[config.mk]
export PLATFORM = sky130hd
export DESIGN_NAME = switch_fabric_ctrl
export DESIGN_NICKNAME = d
export VERILOG_FILES = /design/src/rtl/fabric_ctrl_pkg.sv /design/src/rtl/sw_settle_timer.sv /design/src/rtl/switch_fabric_ctrl.sv
export SDC_FILE = /design/constraint.sdc
export NUM_CORES = 1
export LEC_CHECK = 0
export BUFFER_PORTS_ARGS = -buffer_cell sky130_fd_sc_hd__buf_4
export CAP_MARGIN = 10
export CORE_MARGIN = 2
export CORE_UTILIZATION = 32
export CTS_CLUSTER_SIZE = 20
export DETAILED_ROUTE_END_ITERATION = 8
export PLACE_DENSITY = 0.54
export SLEW_MARGIN = 15
export SYNTH_ARGS = -nofsm -noshare
export SYNTH_HDL_FRONTEND = slang
export SYNTH_SLANG_ARGS = --single-unit
[constraint.sdc]
create_clock -name clk -period 2.3 [get_ports clk]
set_input_delay 0.23 -clock clk [delete_from_list [all_inputs] [get_ports clk]]
set_output_delay 0.23 -clock clk [all_outputs]
set_load 0.02 [all_outputs]
[src/rtl/fabric_ctrl_pkg.sv]
// Shared definitions for fabric configuration sequencers: state encoding and timing default.
`default_nettype none

package fabric_ctrl_pkg;

   typedef enum logic [0:0] {
      ST_IDLE  = 1'b0,
      ST_BREAK = 1'b1
   } fab_state_e;

   localparam int DEF_SETTLE_CYC = 4;

endpackage

`default_nettype wire

[src/rtl/sw_settle_timer.sv]
// Down-counter holding a fabric pattern for a fixed number of cycles; load, decrement, zero flag.
`default_nettype none

module sw_settle_timer
   import fabric_ctrl_pkg::*;
#(
   parameter int SETTLE_CYC = DEF_SETTLE_CYC
) (
   input  logic clk,
   input  logic rst,
   input  logic load_i,
   input  logic dec_i,
   input  logic clr_i,
   output logic zero_o
);

   localparam int CNT_W = $clog2(SETTLE_CYC + 1);

   logic [CNT_W-1:0] cnt_q, cnt_d;

   always_comb begin
      cnt_d = cnt_q;
      if (clr_i) begin
         cnt_d = '0;
      end else if (load_i) begin
         cnt_d = CNT_W'(SETTLE_CYC - 1);
      end else if (dec_i && (cnt_q != '0)) begin
         cnt_d = cnt_q - 1'b1;
      end
   end

   always_ff @(posedge clk) begin
      if (rst) begin
         cnt_q <= '0;
      end else begin
         cnt_q <= cnt_d;
      end
   end

   assign zero_o = (cnt_q == '0);

endmodule

`default_nettype wire

[src/rtl/switch_fabric_ctrl.sv]
// Shadowed switch-enable controller committing new patterns with break-before-make sequencing.
`default_nettype none

module switch_fabric_ctrl
   import fabric_ctrl_pkg::*;
#(
   parameter int NUM_SW     = 16,
   parameter int ADDR_W     = 4,
   parameter int SETTLE_CYC = DEF_SETTLE_CYC
) (
   input  logic              clk,
   input  logic              rst,
   input  logic              wr_en,
   input  logic [ADDR_W-1:0] wr_addr,
   input  logic              wr_data,
   input  logic              clr_shadow,
   input  logic              apply,
   input  logic              kill,
   output logic [NUM_SW-1:0] enable,
   output logic [NUM_SW-1:0] shadow_q,
   output logic              busy,
   output logic              done
);

   fab_state_e        state_q, state_d;
   logic [NUM_SW-1:0] shadow_d;
   logic [NUM_SW-1:0] target_q, target_d;
   logic [NUM_SW-1:0] enable_q, enable_d;
   logic              done_q, done_d;
   logic              tmr_load, tmr_dec, tmr_clr, tmr_zero;

   // Out-of-range addresses match no bit, so they are dropped naturally.
   always_comb begin
      shadow_d = shadow_q;
      if (clr_shadow) begin
         shadow_d = '0;
      end
      for (int i = 0; i < NUM_SW; i++) begin
         if (wr_en && (wr_addr == ADDR_W'(i))) begin
            shadow_d[i] = wr_data;
         end
      end
   end

   always_comb begin
      state_d  = state_q;
      target_d = target_q;
      enable_d = enable_q;
      done_d   = 1'b0;
      tmr_load = 1'b0;
      tmr_dec  = 1'b0;
      tmr_clr  = 1'b0;
      if (kill) begin
         enable_d = '0;
         state_d  = ST_IDLE;
         tmr_clr  = 1'b1;
      end else begin
         case (state_q)
            ST_IDLE: begin
               if (apply) begin
                  target_d = shadow_q;
                  if ((enable_q & ~shadow_q) == '0) begin
                     enable_d = shadow_q;
                     done_d   = 1'b1;
                  end else begin
                     enable_d = enable_q & shadow_q;
                     tmr_load = 1'b1;
                     state_d  = ST_BREAK;
                  end
               end
            end
            ST_BREAK: begin
               if (tmr_zero) begin
                  enable_d = target_q;
                  done_d   = 1'b1;
                  state_d  = ST_IDLE;
               end else begin
                  tmr_dec = 1'b1;
               end
            end
            default: begin
               state_d = ST_IDLE;
            end
         endcase
      end
   end

   always_ff @(posedge clk) begin
      if (rst) begin
         state_q  <= ST_IDLE;
         shadow_q <= '0;
         target_q <= '0;
         enable_q <= '0;
         done_q   <= 1'b0;
      end else begin
         state_q  <= state_d;
         shadow_q <= shadow_d;
         target_q <= target_d;
         enable_q <= enable_d;
         done_q   <= done_d;
      end
   end

   sw_settle_timer #(
      .SETTLE_CYC (SETTLE_CYC)
   ) u_timer (
      .clk    (clk),
      .rst    (rst),
      .load_i (tmr_load),
      .dec_i  (tmr_dec),
      .clr_i  (tmr_clr),
      .zero_o (tmr_zero)
   );

   assign enable = enable_q;
   assign busy   = (state_q == ST_BREAK);
   assign done   = done_q;

endmodule

`default_nettype wire

==> metrics.txt, run 1 <==
critical register-to-register path startpoint shadow_q[1]; area share of the largest cell type after synthesis approximately two fifths; number of primary I/O pins 45; Num CTS Buffers 5; setup repair after global routing missed its margin false; HPWL Detailed approximately 5000 µm; Setup Viol. Count Final 0; beginning of the critical path shadow_q[1]; H-tree level count 2; setup repair bufs after CTS 0; worst clock skew on the final layout between 0.005 and 0.006 ns; part of the Yosys area used for sequential elements 40.06%; total power density per cell area 528.0 nW/µm²; residual DRC count 0; number of gates resized after cts 0; TritonCTS sink count 53; Max Cap Viol 0; wire length of the first global-routing pass 11,770 µm; number of distinct standard cells referenced by the synthesized netlist 41; data arrival time of the critical path roughly 2.0 ns; vias in the first global route about 2,300; first-iteration detailed-routing DRC count between 100 and 150; total core area roughly 8000 µm²; Sum Neg Setup Slack 0 ns; Initial Util between 30% and 40%; register clock-pin slew on the reported worst setup and hold paths 0.09 ns; Period minus WS final roughly 1.8 ns; Final Cell Area roughly 3200 µm²; post-cts hold buffer count 0; HP Class in2reg; share of flip-flops with an asynchronous set or reset after synthesis 0%; EDFF count, synth 0; Critical Path Slowest Stage Cell dfxtp_1; most instantiated flip-flop cell in the synthesis netlist dfxtp_1; pins over their slew limit 0; yosys synthesis warning count 0; chip height roughly 95 µm; area of placed instances 3090 µm²; post-route clock period utilization ~80%; maximum clock path buffer count 2; most frequent cell after synthesis a21oi_1; sum of internal, switching and leakage power 1677 µW; Hold Violations, Final 0; count of nets left with antenna violations after detail routing 0; maximum number of pins on one net before global-route repair 36; worst-margin pin slew just under 0.9 ns; Synth top cells by count a21oi_1 (61), dfxtp_1 (53), nand2_1 (46); startpoint of the most critical hold path wr_addr[0]; netlist area before placement approximately 2600 µm²; wire length per cell after detailed routing 15.53 µm; count of standard-cell rows 33; fraction of final layout cells sized beyond drive strength 1 roughly a fifth; worst relative slew slack 40.95%; endpoint kind of the worst setup timing path flip-flop; run status finished clean; Critical path buffers and inverters 1; number of input and output port buffers inserted 44; detail-routed via count per cell roughly 5.2; RD Place Congestion ~0.76; CP max stage delay 0.47 ns; synthesis-to-finish area growth 19.93%; maximum resistive drop on vdd between 200 and 250 µV; list of cells traversed by the critical path nor2b_1 -> a2111oi_2 -> nand4_2 -> buf_4 -> a21boi_1; Post-Syn Instances 322; GRT Util Overall approximately 17%; family with the most delay on the worst path compound AO/OA/AOI/OAI gates; initial antenna violation count 0; die width ~95 µm; most area-consuming cells after synthesis dfxtp_1 (40%), a21oi_1 (12%), nand2_1 (6.5%); clock root buffer master clkbuf_8; total congestion overflow after global routing 0; nature of the critical path startpoint flip-flop; average size of a mapped cell between 8 and 9 µm²; Post-layout nets roughly 380; Static Leak roughly 0.0012 µW; flop and latch count out of synthesis 53; total via count after detailed routing 2,445; TritonCTS clock tree built; synthesized net count around 340; fmax ~560 MHz; cell taking the most area after synthesis dfxtp_1; Ant. Diodes 0; insertion delay of the later-clocked pin in the worst-skew pair about 0.31 ns; area of the die ~9000 µm²; Req. time, crit path around 2.5 ns; detailed-routing iteration count for the pre-antenna-repair pass 4; kind of critical path reg2reg; final routed wirelength across all metal layers between 7000 and 8000 µm; Crit Path Max Fanout 8
-- path summary, 6_finish.rpt --
kind / to / slack (ns) / cells past startpoint
max: enable[1] / 0.51 / 5
min: shadow_q[1] / 0.22 / 3
max reg2reg: enable[1] / 0.51 / 5
min reg2reg: target_q[15] / 0.48 / 2
-- layer usage --
metal / vias to the layer above / track usage (%) / wire, µm
met5: - / 0 / 0
met4: 0 / 4.952 / 108
met3: 7 / 2.953 / 308
met2: 60 / 27.90 / 3460
met1: 1172 / 22.00 / 3390
li1: 1206 / - / -
-- final cells by class --
class	count	area [µm²]
clock buffers	5	68.82
clock inverters	3	17.52
fillers	827	4957
inverters	8	30.03
multi-input cells	240	1463
flip-flops and latches	53	1061
well taps	105	131.4
repair buffers	54	405.4
-- stage by stage --
stage / utilization (%) / hold slack, ns / instances / worst slack (ns)
floorplan: - / 0.3776 / 322 / 0.7276
global placement: 37.99 / 0.4561 / 460 / 0.5319
detailed placement: 37.99 / 0.4595 / 460 / 0.4836
CTS: 39.06 / 0.2189 / 468 / 0.4680
global route: 39.06 / 0.2464 / 468 / 0.3867
finish: 39.06 / 0.2230 / 468 / 0.5096
-- cells in the final DEF, fill, tap and decap left out, types with 2 or more instances in the layout --
cell and count:
a311o_1 3, nand2_1 46, a21oi_1 61, nand3_1 2, a21boi_1 6, clkbuf_8 5
o21ai_0 16, a21o_1 6, nand2b_1 6, a2111oi_4 2, a211oi_1 4, clkinv_2 2
or3b_1 7, a31oi_1 2, o22ai_1 2, or3_1 2, a2111oi_2 2, ha_1 2
inv_1 8, or2_1 2, nor3_1 2, buf_4 54, nor2_1 16, nand3b_1 4
mux2i_1 16, nor2b_1 15, o21a_1 4, dfxtp_1 53
-- sequential cells by signal, indices dropped and copies added, names as in the netlist --
signal and flops:
busy 1, done 1, target_q 16, shadow_q 16, enable 16, u_timer.cnt_q 3
-- power breakdown --
group          internal (µW)  leakage, µW  switching (µW)  total (µW)
Sequential               926     0.000427            9.59         936
Combinational           75.6     0.000696             136         212
Clock                    211    0.0000439             319         530
-- cell families (layout without fill, tap and decap cells) --
kind of cell	count (synthesis)	in the layout	share of synthesized area [%]
and+or+nand+nor	110	110	21.40
adders and majority gates	2	2	0.9446
DFF	53	53	40.06
muxes	16	16	6.046
AOI/OAI and AO/OA	111	111	26.50
buffers and inverters	29	70	4.724
xor gates and xnor gates	1	1	0.3307
-- worst register-to-register path, stage by stage, from the launching register on --
cell,delay [ns]
dfxtp_1,0.47
nor2b_1,0.12
a2111oi_2,0.44
nand4_2,0.30
buf_4,0.28
a21boi_1,0.13
(Power assumes the default switching activity.)
==> run 2: changes to the inputs <==
- ABC_AREA: not set -> 1
- PLACE_DENSITY: 0.54 -> 0.56
- clock period: 2.3 -> 1.47 ns (I/O delays scaled with it)
==> run 2 against run 1 <==
Sequential cell count stayed put. First-iteration DRC count rose by 43%. Sequential share of layout area decreased by 0.69 points. Design area grew 2.7%. Non-clock buffer count rose by 9. Final cell count increased by 13%. Sequential power rose by 65%. Critical path type unchanged. Synthesized area shrank 2.5%. Via count increased by 4.4%. Count of clock-buffer cells in the layout increased by 2. Core utilization up 3.0 points. Synthesized cell count is 16% higher.
==> metrics.txt, run 2 <==
run status finished clean; share of flip-flops with an asynchronous set or reset after synthesis 0% (unchanged); Ant. Diodes 0 (unchanged); area share of the largest cell type after synthesis 41.07% (+1.0 points); EDFF count, synth 0 (unchanged); flop and latch count out of synthesis 53 (unchanged); global routing met2 resource utilization 26.25% (-1.6 points); Sum Neg Setup Slack 0 ns (unchanged); post-route clock period utilization 94.43% (+17 points); HP Class in2reg; number of distinct standard cells referenced by the synthesized netlist 26 (-37%); Num CTS Buffers 5 (unchanged); Hold Violations, Final 0 (unchanged); residual DRC count 0 (unchanged); Post-layout nets 439 (+17%); register clock-pin slew on the reported worst setup and hold paths 0.09 ns (about the same); fraction of final layout cells sized beyond drive strength 1 24.12% (+4.8 points); first-iteration detailed-routing DRC count 195 (+43%); clock root buffer master clkbuf_8; nature of the critical path startpoint flip-flop; highest-utilization routing layer at the global route stage met2; wire length of the first global-routing pass 11,500 µm (-2.3%); part of the Yosys area used for sequential elements 41.07% (+1.0 points); Hold Worst Slack 0.1506 ns (-0.07237 ns); setup repair after global routing missed its margin true; netlist area before placement 2584 µm² (-2.5%); worst relative slew slack 71.90% (+31 points); average size of a mapped cell 6.908 µm² (-16%); count of standard-cell rows 32 (-3.0%); synthesized net count 387 (+16%); detail-routed via count per cell 4.824 (-7.7%); insertion delay of the later-clocked pin in the worst-skew pair 0.31 ns (about the same); wire length per cell after detailed routing 13.40 µm (-14%); kind of critical path reg2reg; GRT Util Overall 16.48% (-0.23 points); number of primary I/O pins 45 (unchanged); total core area 7767 µm² (-4.5%); TritonCTS sink count 53 (unchanged); most frequent cell after synthesis nor2_1; count of nets left with antenna violations after detail routing 0 (unchanged); worst clock skew on the final layout 0.006502 ns (+0.0005979 ns); Crit Path Max Fanout 17 (+9); initial antenna violation count 0 (unchanged); chip height 93.86 µm (-1.2%); detailed-routing iteration count for the pre-antenna-repair pass 4 (unchanged); data arrival time of the critical path 1.59 ns (-0.44 ns); Static Leak 0.001348 µW (+16%); synthesis-to-finish area growth 26.30%; yosys synthesis warning count 0 (unchanged); number of input and output port buffers inserted 44 (unchanged); Setup Viol. Count Final 0 (unchanged); RD Place Congestion 0.8637 (+13%); total power density per cell area 985.6 nW/µm² (+87%); commonest non-fill, non-tap cells in the layout buf_4 (60), nor2_1 (55), a21oi_1 (49); die width 93.86 µm (-1.2%); most common cell after layout, fill and taps aside buf_4; Req. time, crit path 1.67 ns (-0.87 ns); Max Cap Viol 0 (unchanged); maximum number of pins on one net before global-route repair 35 (-2.8%); total congestion overflow after global routing 0 (unchanged); register-to-register setup slack 0.08 ns (-0.43 ns); Global Route met3 Usage 3.291% (+0.34 points); pins over their slew limit 0 (unchanged); final routed wirelength across all metal layers 7088 µm (-2.5%); TritonCTS clock tree built; post-cts hold buffer count 0 (unchanged); Post-Syn Instances 374 (+16%); area of the die 8809 µm² (-2.4%); most instantiated flip-flop cell in the synthesis netlist dfxtp_1; most area-consuming cells after synthesis dfxtp_1 (41%), a21oi_1 (9.5%), nor2_1 (8.0%); Synth top cells by count nor2_1 (55), dfxtp_1 (53), a21oi_1 (49); maximum resistive drop on vdd 422.9 µV (+93%); Initial Util 33.26% (+0.70 points); maximum clock path buffer count 2 (unchanged); cell taking the most area after synthesis dfxtp_1; Global Route met1 Usage 22.24% (+0.24 points); fmax 720.4 MHz (+29%); endpoint kind of the worst setup timing path flip-flop; vias in the first global route 2,405 (+6.0%); HPWL Detailed 4839 µm (-3.0%); Period minus WS final 1.388 ns (-0.4023 ns); H-tree level count 2 (unchanged); total via count after detailed routing 2,552 (+4.4%); worst-margin pin slew 0.4210 ns (-0.4638 ns)
-- run 2: cell count changes after synthesis, moves of 15 or more --
cell | previous run | this run
nor2_1 | 16 | 55
mux2i_1 | 16 | 0
inv_1 | 8 | 34
nor2b_1 | 15 | 0
nor3_1 | 2 | 24
-- run 2: cell type report --
| class | count | area (µm²) |
|---|---|---|
| Clock buffer | 7 | 86.33 |
| Inverter | 46 | 177.7 |
| Sequential cell | 53 | 1067 |
| Multi-Input combinational cell | 257 | 1277 |
| Timing Repair Buffer | 63 | 496.7 |
| Tap cell | 102 | 127.6 |
| Fill cell | 841 | 4504 |
| Clock inverter | 1 | 30.03 |
-- run 2: per-layer routing --
layer / share of wire [%] / routed length, µm
met1: 48 / 3399
met3: 5.1 / 362
met4: 1.8 / 127
met5: 0 / 0
met2: 45 / 3199
-- run 2: through the flow --
step / area (µm²) / utilization (%) / std cells / setup slack (ns) / total power, µW
after global placement: 3093 / 39.82 / 520 / 0.009937 / 2160
final: 3263 / 42.01 / 529 / 0.08185 / 3216
after floorplan: 2584 / - / 374 / 0.1423 / 1989
after global routing: 3263 / 42.01 / 529 / -0.01905 / 3383
after detailed placement: 3093 / 39.82 / 520 / -0.01630 / 2165
after CTS: 3214 / 41.38 / 528 / 0.002443 / 3216
-- run 2: cell families after synthesis --
logic type      after synthesis  synth area share [%]
simple gates                145                 24.07
compound gates              107                 22.52
buf+inv                      65                 10.70
flops                        53                 41.07
xor+xnor                      2                0.6781
fa+ha+maj                     2                0.9684
-- run 2: what timing repair did --
action                                  in CTS  in global routing
endpoints found under the setup margin      12                 21
setup buffers                                0                  0
gates cloned                                 0                  1
gates resized for setup                      1                 27
pin swaps                                    0                  3
-- run 2: critical path: stages, from the launching register on --
cell and delay [ns]:
dfxtp_2 0.34, inv_1 0.05, ha_1 0.19, inv_1 0.07, nor2_1 0.04, nand2_1 0.08, nand2_2 0.10, buf_8 0.17
o21ai_0 0.16, a21oi_1 0.07
-- run 2: worst paths after layout --
path | start | endpoint | cells after the start
setup / recovery | u_timer.cnt_q[0] | enable[10] | 9
hold / removal | clr_shadow | shadow_q[3] | 4
setup reg to reg | u_timer.cnt_q[0] | enable[10] | 9
hold reg to reg | target_q[3] | target_q[3] | 2
-- run 2: where the power goes --
part	switching, µW	internal [µW]	total (µW)
sequential	41.0	1500	1540
combinational	410	228	638
clock	484	556	1040
